### config.mk
export PLATFORM = sky130hd
export DESIGN_NAME = rv_decode_q
export DESIGN_NICKNAME = d
export VERILOG_FILES = /design/src/rtl/rv_decode_q.sv
export SDC_FILE = /design/constraint.sdc
export NUM_CORES = 1
export LEC_CHECK = 0
export ABC_AREA = 1
export BUFFER_PORTS_ARGS = -buffer_cell sky130_fd_sc_hd__buf_2
export CORE_MARGIN = 4
export CORE_UTILIZATION = 59
export CTS_BUF_LIST = sky130_fd_sc_hd__clkbuf_2 sky130_fd_sc_hd__clkbuf_4 sky130_fd_sc_hd__clkbuf_8
export DETAILED_ROUTE_END_ITERATION = 16
export PLACE_DENSITY_LB_ADDON = 0.12
export SYNTH_ARGS = -nofsm -noshare
export SYNTH_HDL_FRONTEND = slang
export SYNTH_SLANG_ARGS = --single-unit
### constraint.sdc
create_clock -name clk -period 4.8 [get_ports clk]
set_input_delay 0.24 -clock clk [delete_from_list [all_inputs] [get_ports clk]]
set_output_delay 0.24 -clock clk [all_outputs]
set_load 0.02 [all_outputs]
### src/rtl/rv_decode_q.sv
// Instruction queue feeding an RV32I decoder that splits branches and jumps into
// two micro-ops. The head entry is decoded combinationally and presented to execute.
module rv_decode_q #(
    parameter int XLEN  = 32,
    parameter int DEPTH = 4
) (
    input  logic                       clk,
    input  logic                       rst_n,
    input  logic                       in_valid,
    output logic                       in_ready,
    input  logic [XLEN-1:0]            in_pc,
    input  logic [31:0]                in_inst,
    input  logic                       flush,
    output logic                       out_valid,
    input  logic                       out_ready,
    output logic [XLEN-1:0]            out_pc,
    output logic [2:0]                 out_type,
    output logic [1:0]                 out_uop,
    output logic [XLEN-1:0]            out_imm,
    output logic [4:0]                 out_rs1,
    output logic [4:0]                 out_rs2,
    output logic [4:0]                 out_rd,
    output logic                       out_rs1_en,
    output logic                       out_rs2_en,
    output logic                       out_rd_we,
    output logic                       illegal,
    output logic [$clog2(DEPTH):0]     count
);

    localparam int AW = $clog2(DEPTH);
    localparam int CW = AW + 1;

    localparam logic [2:0] TYPE_R = 3'd0;
    localparam logic [2:0] TYPE_I = 3'd1;
    localparam logic [2:0] TYPE_S = 3'd2;
    localparam logic [2:0] TYPE_B = 3'd3;
    localparam logic [2:0] TYPE_U = 3'd4;
    localparam logic [2:0] TYPE_J = 3'd5;

    localparam logic [1:0] UOP_CMP    = 2'd0;
    localparam logic [1:0] UOP_TARGET = 2'd1;
    localparam logic [1:0] UOP_RET    = 2'd2;
    localparam logic [1:0] UOP_SINGLE = 2'd3;

    typedef enum logic {
        SEQ_FIRST,
        SEQ_SECOND
    } seq_t;

    seq_t seq_reg, seq_next;

    logic [XLEN-1:0] pc_mem   [DEPTH];
    logic [31:0]     inst_mem [DEPTH];

    logic [AW-1:0] wr_ptr_reg, rd_ptr_reg;
    logic [CW-1:0] count_reg;

    logic [31:0]     head_inst;
    logic [XLEN-1:0] head_pc;
    logic            head_legal;
    logic            is_branch;
    logic            is_link;
    logic [2:0]      head_type;
    logic [31:0]     imm32;
    logic            nonempty;
    logic            fire;
    logic            last_uop;
    logic            push;
    logic            pop;

    assign head_inst = inst_mem[rd_ptr_reg];
    assign head_pc   = pc_mem[rd_ptr_reg];
    assign nonempty  = (count_reg != '0);

    assign in_ready  = (count_reg != CW'(DEPTH));
    assign out_valid = nonempty && head_legal && !flush;
    assign illegal   = nonempty && !head_legal && !flush;
    assign fire      = out_valid && out_ready;
    assign last_uop  = !(is_branch || is_link) || (seq_reg == SEQ_SECOND);
    assign push      = in_valid && in_ready && !flush;
    assign pop       = (fire && last_uop) || illegal;
    assign count     = count_reg;

    // Opcode classification; unknown opcodes are dropped as illegal at the head.
    always_comb begin
        head_legal = 1'b1;
        is_branch  = 1'b0;
        is_link    = 1'b0;
        head_type  = TYPE_R;
        case (head_inst[6:0])
            7'b0110011: head_type = TYPE_R;
            7'b0000011,
            7'b0010011: head_type = TYPE_I;
            7'b1100111: begin
                head_type = TYPE_I;
                is_link   = 1'b1;
            end
            7'b0100011: head_type = TYPE_S;
            7'b1100011: begin
                head_type = TYPE_B;
                is_branch = 1'b1;
            end
            7'b0110111,
            7'b0010111: head_type = TYPE_U;
            7'b1101111: begin
                head_type = TYPE_J;
                is_link   = 1'b1;
            end
            default:    head_legal = 1'b0;
        endcase
    end

    always_comb begin
        imm32 = 32'd0;
        case (head_type)
            TYPE_I:  imm32 = {{20{head_inst[31]}}, head_inst[31:20]};
            TYPE_S:  imm32 = {{20{head_inst[31]}}, head_inst[31:25], head_inst[11:7]};
            TYPE_B:  imm32 = {{19{head_inst[31]}}, head_inst[31], head_inst[7],
                              head_inst[30:25], head_inst[11:8], 1'b0};
            TYPE_U:  imm32 = {head_inst[31:12], 12'd0};
            TYPE_J:  imm32 = {{11{head_inst[31]}}, head_inst[31], head_inst[19:12],
                              head_inst[20], head_inst[30:21], 1'b0};
            default: imm32 = 32'd0;
        endcase
        // The return-address micro-op adds the fixed instruction length.
        if (is_link && seq_reg == SEQ_SECOND) begin
            imm32 = 32'd4;
        end
    end

    generate
        if (XLEN > 32) begin : g_imm_wide
            assign out_imm = {{(XLEN-32){imm32[31]}}, imm32};
        end else begin : g_imm_narrow
            assign out_imm = imm32[XLEN-1:0];
        end
    endgenerate

    always_comb begin
        out_pc     = head_pc;
        out_type   = head_type;
        out_rs1    = head_inst[19:15];
        out_rs2    = head_inst[24:20];
        out_rd     = head_inst[11:7];
        out_uop    = UOP_SINGLE;
        out_rs1_en = (head_type != TYPE_U) && (head_type != TYPE_J);
        out_rs2_en = (head_type == TYPE_R) || (head_type == TYPE_S) || (head_type == TYPE_B);
        out_rd_we  = (head_type != TYPE_S) && (head_type != TYPE_B) && (head_inst[11:7] != 5'd0);
        if (is_branch) begin
            out_uop = (seq_reg == SEQ_FIRST) ? UOP_CMP : UOP_TARGET;
        end else if (is_link) begin
            out_uop = (seq_reg == SEQ_FIRST) ? UOP_TARGET : UOP_RET;
            if (seq_reg == SEQ_FIRST) begin
                out_rd_we = 1'b0;
            end
        end
    end

    always_comb begin
        seq_next = seq_reg;
        if (flush) begin
            seq_next = SEQ_FIRST;
        end else if (fire) begin
            case (seq_reg)
                SEQ_FIRST:  if (is_branch || is_link) seq_next = SEQ_SECOND;
                SEQ_SECOND: seq_next = SEQ_FIRST;
                default:    seq_next = SEQ_FIRST;
            endcase
        end
    end

    always_ff @(posedge clk or negedge rst_n) begin
        if (!rst_n) begin
            seq_reg <= SEQ_FIRST;
        end else begin
            seq_reg <= seq_next;
        end
    end

    always_ff @(posedge clk or negedge rst_n) begin
        if (!rst_n) begin
            wr_ptr_reg <= '0;
            rd_ptr_reg <= '0;
            count_reg  <= '0;
        end else if (flush) begin
            wr_ptr_reg <= '0;
            rd_ptr_reg <= '0;
            count_reg  <= '0;
        end else begin
            if (push) wr_ptr_reg <= wr_ptr_reg + 1'b1;
            if (pop)  rd_ptr_reg <= rd_ptr_reg + 1'b1;
            count_reg <= count_reg + CW'(push) - CW'(pop);
        end
    end

    // Storage carries no reset; occupancy alone decides what is valid.
    always_ff @(posedge clk) begin
        if (push) begin
            pc_mem[wr_ptr_reg]   <= in_pc;
            inst_mem[wr_ptr_reg] <= in_inst;
        end
    end

endmodule
==> results.tsv <==
metric	value	unit
outcome	complete, no violations	
cts_resized	0	
fmax	250	MHz
finalMaxSlewViolations	0	
io_pins	162	
htree_levels	2	
path_max_fanout	94	
grt.met3_usage	4.70	%
period_share	83.3	%
sequentialPowerShare	40.4	%
dieArea	0.0209	mm²
syn_inst	874	
pre_cts_ws	1.22	ns
crit_path_end_kind	output pin	
cts_tree	yes	
synth_warnings	0	
busiest_layer	met2	
worstPathArrival	3.76	ns
io_buffers	161	
fin_nets	1183	
met2_usage	39.9	%
grt_max_degree	95	
switching_share	36.8	%
placed_area	0.0120	mm²
syn_avg_cell_area	12.6	µm²
stdcell_area	0.0135	mm²
antenna_found_initial	1	
power_density	519	mW/mm²
start_kind	register	
syn-num-nets	950	
async_reset_ff_share	3.03	%
wirelength	24.3	mm
most-common-layout-cells	edfxtp_1, buf_2, nor2_1	
core	0.0181	mm²
power	6.98	mW
ys_ff_latch	264	
rsz0062_at_grt	false	
maxCapViolCount	0	
max_slew_margin	40.4	%
power.internal	4.41	mW
clkLatencyLatePin	0.53	ns
root_buffer	clkbuf_8	
grt_pass1_wl	37.8	mm
final_util	74.1	%
synth_top_flop_cell	edfxtp_1	
overflow	0	
cts_buffers	42	
gr-usage-met1	30.8	%
fin_worst_skew	0.0160	ns
final_common_cell	edfxtp_1	
setup_ws	0.802	ns
clock_sinks	264	
synth_seq_area_share	71.8	%
finalSetupViolCount	0	
syn-cell-area	0.0110	mm²
holdCritPathClass	in2reg	
via_per_inst	5.48	
fp.dieW	144	µm
drive_gt1_share	27.0	%
wl_per_cell	17.8	µm
antenna_left	0	
hpwlAfterDp	14.2	mm
die_h	144	µm
start_util	60.5	%
drtPass1Iterations	5	
power_leakage	5.20	nW
setup.worst_path.class	reg2out	
fin_crit	4.00	ns
finalHoldViolations	0	
cts_buffer_depth	3	
via_count	7506	
drtIter0Drc	509	
pwr-share-comb	33.0	%
ir_drop	0.429	mV
p_sw	2.57	mW
clk_pin_slew	0.06	ns
yosysUniqueCellTypes	42	
setup_tns	0	ns
area_delta_synth_final	22.6	%
synth_edf_count	256	
drc	0	
tightest_slew	0.894	ns
rows	49	
track_usage	23.6	%
postCtsSetupBuffers	0	
globalplace.congestion	0.882	
clkPwrFrac	26.5	%
required	4.56	ns
grt_pass1_vias	7226	
## routing by layer
metal  up-vias  wire (µm)
met5         -          0
li1       3600          -
met3        50       1550
met1      3595      10000
met4         0        586
met2       261      12100
## area by class of cell
class	count	area, µm²
Inverter	54	210
Fill cell	1205	4690
Clock inverter	16	106
Tap cell	229	287
Sequential cell	264	7890
Timing Repair Buffer	237	1570
Clock buffer	60	719
Multi-Input combinational cell	508	2670
Antenna cell	1	2.50
## Yosys cell counts, types with 2 or more instances
cell type    n  area (µm²)
nand2_1    115         432
edfxtp_1   256        7690
a22oi_1      2        15.0
nand3_1     25         125
nor2_2       4        25.0
nor2_1     122         458
o21ai_0     97         485
a21oi_2     10        87.6
nand3_2      7        70.1
inv_2        3        11.3
nand4_1      2        12.5
buf_2       15        75.1
buf_6        5        56.3
a32o_1       6        60.1
dfrtp_1      8         200
ha_1         6        75.1
o22ai_1     44         275
inv_1       49         184
nor2_8       2        40.0
nand2_4      3        33.8
a32oi_1      2        17.5
o21ai_1      2        10.0
xnor2_1      2        17.5
a21oi_1     18        90.1
nand2_2     11        68.8
nor2_4       2        22.5
clkbuf_1    27         101
or2_2       15        93.8
## metrics by stage
step           std cells  hold WS [ns]
6_report            1369        0.0687
5_1_grt             1369        0.0797
4_1_cts             1368        0.0325
3_5_place_dp        1226        0.0949
3_3_place_gp        1226        0.0968
2_1_floorplan        874       -0.0556
## path summary, 6_finish.rpt
path | startpoint | end | slack (ns) | cells after the start
max | rd_ptr_reg[0] | out_imm[13] | 0.80 | 11
min | out_ready | seq_reg | 0.07 | 5
max reg2reg | rd_ptr_reg[0] | count[2] | 1.21 | 19
min reg2reg | wr_ptr_reg[1] | wr_ptr_reg[1] | 0.64 | 2
max in group asynchronous | rst_n | rd_ptr_reg[0] | 4.51 | 2
min in group asynchronous | rst_n | count[0] | 0.09 | 2
## repair_timing
action	in CTS	in global routing
setup endpoints to repair	0	0
hold endpoints to repair	267	0
hold buffers	66	0
## worst max-delay path, stage by stage (launching register included)
cell     delay, ns
dfrtp_4       0.76
inv_6         0.34
buf_4         0.76
nand2_1       0.14
a32oi_2       0.32
inv_1         0.09
o21ai_1       0.24
inv_1         0.17
nand3_1       0.11
nand2_1       0.06
inv_1         0.06
buf_2         0.15
## power by group through the flow
stage,registers (mW),clock network (mW),logic (mW)
final,2.82,1.85,2.31
after detailed placement,2.87,0,2.26
after global routing,2.85,2.01,2.54
after global placement,2.87,0,2.23
after CTS,2.82,1.88,2.31
after floorplan,2.78,0,1.68
## cell families after synthesis
| group | count (synthesis) | synth area share (%) |
|---|---|---|
| and+or+nand+nor | 311 | 12.8 |
| DFF | 264 | 71.8 |
| AOI/OAI and AO/OA | 187 | 10.1 |
| buffers and inverters | 102 | 4.10 |
| adders and majority gates | 7 | 0.866 |
| xor gates and xnor gates | 3 | 0.239 |
Power figures use the tool's default switching activity.
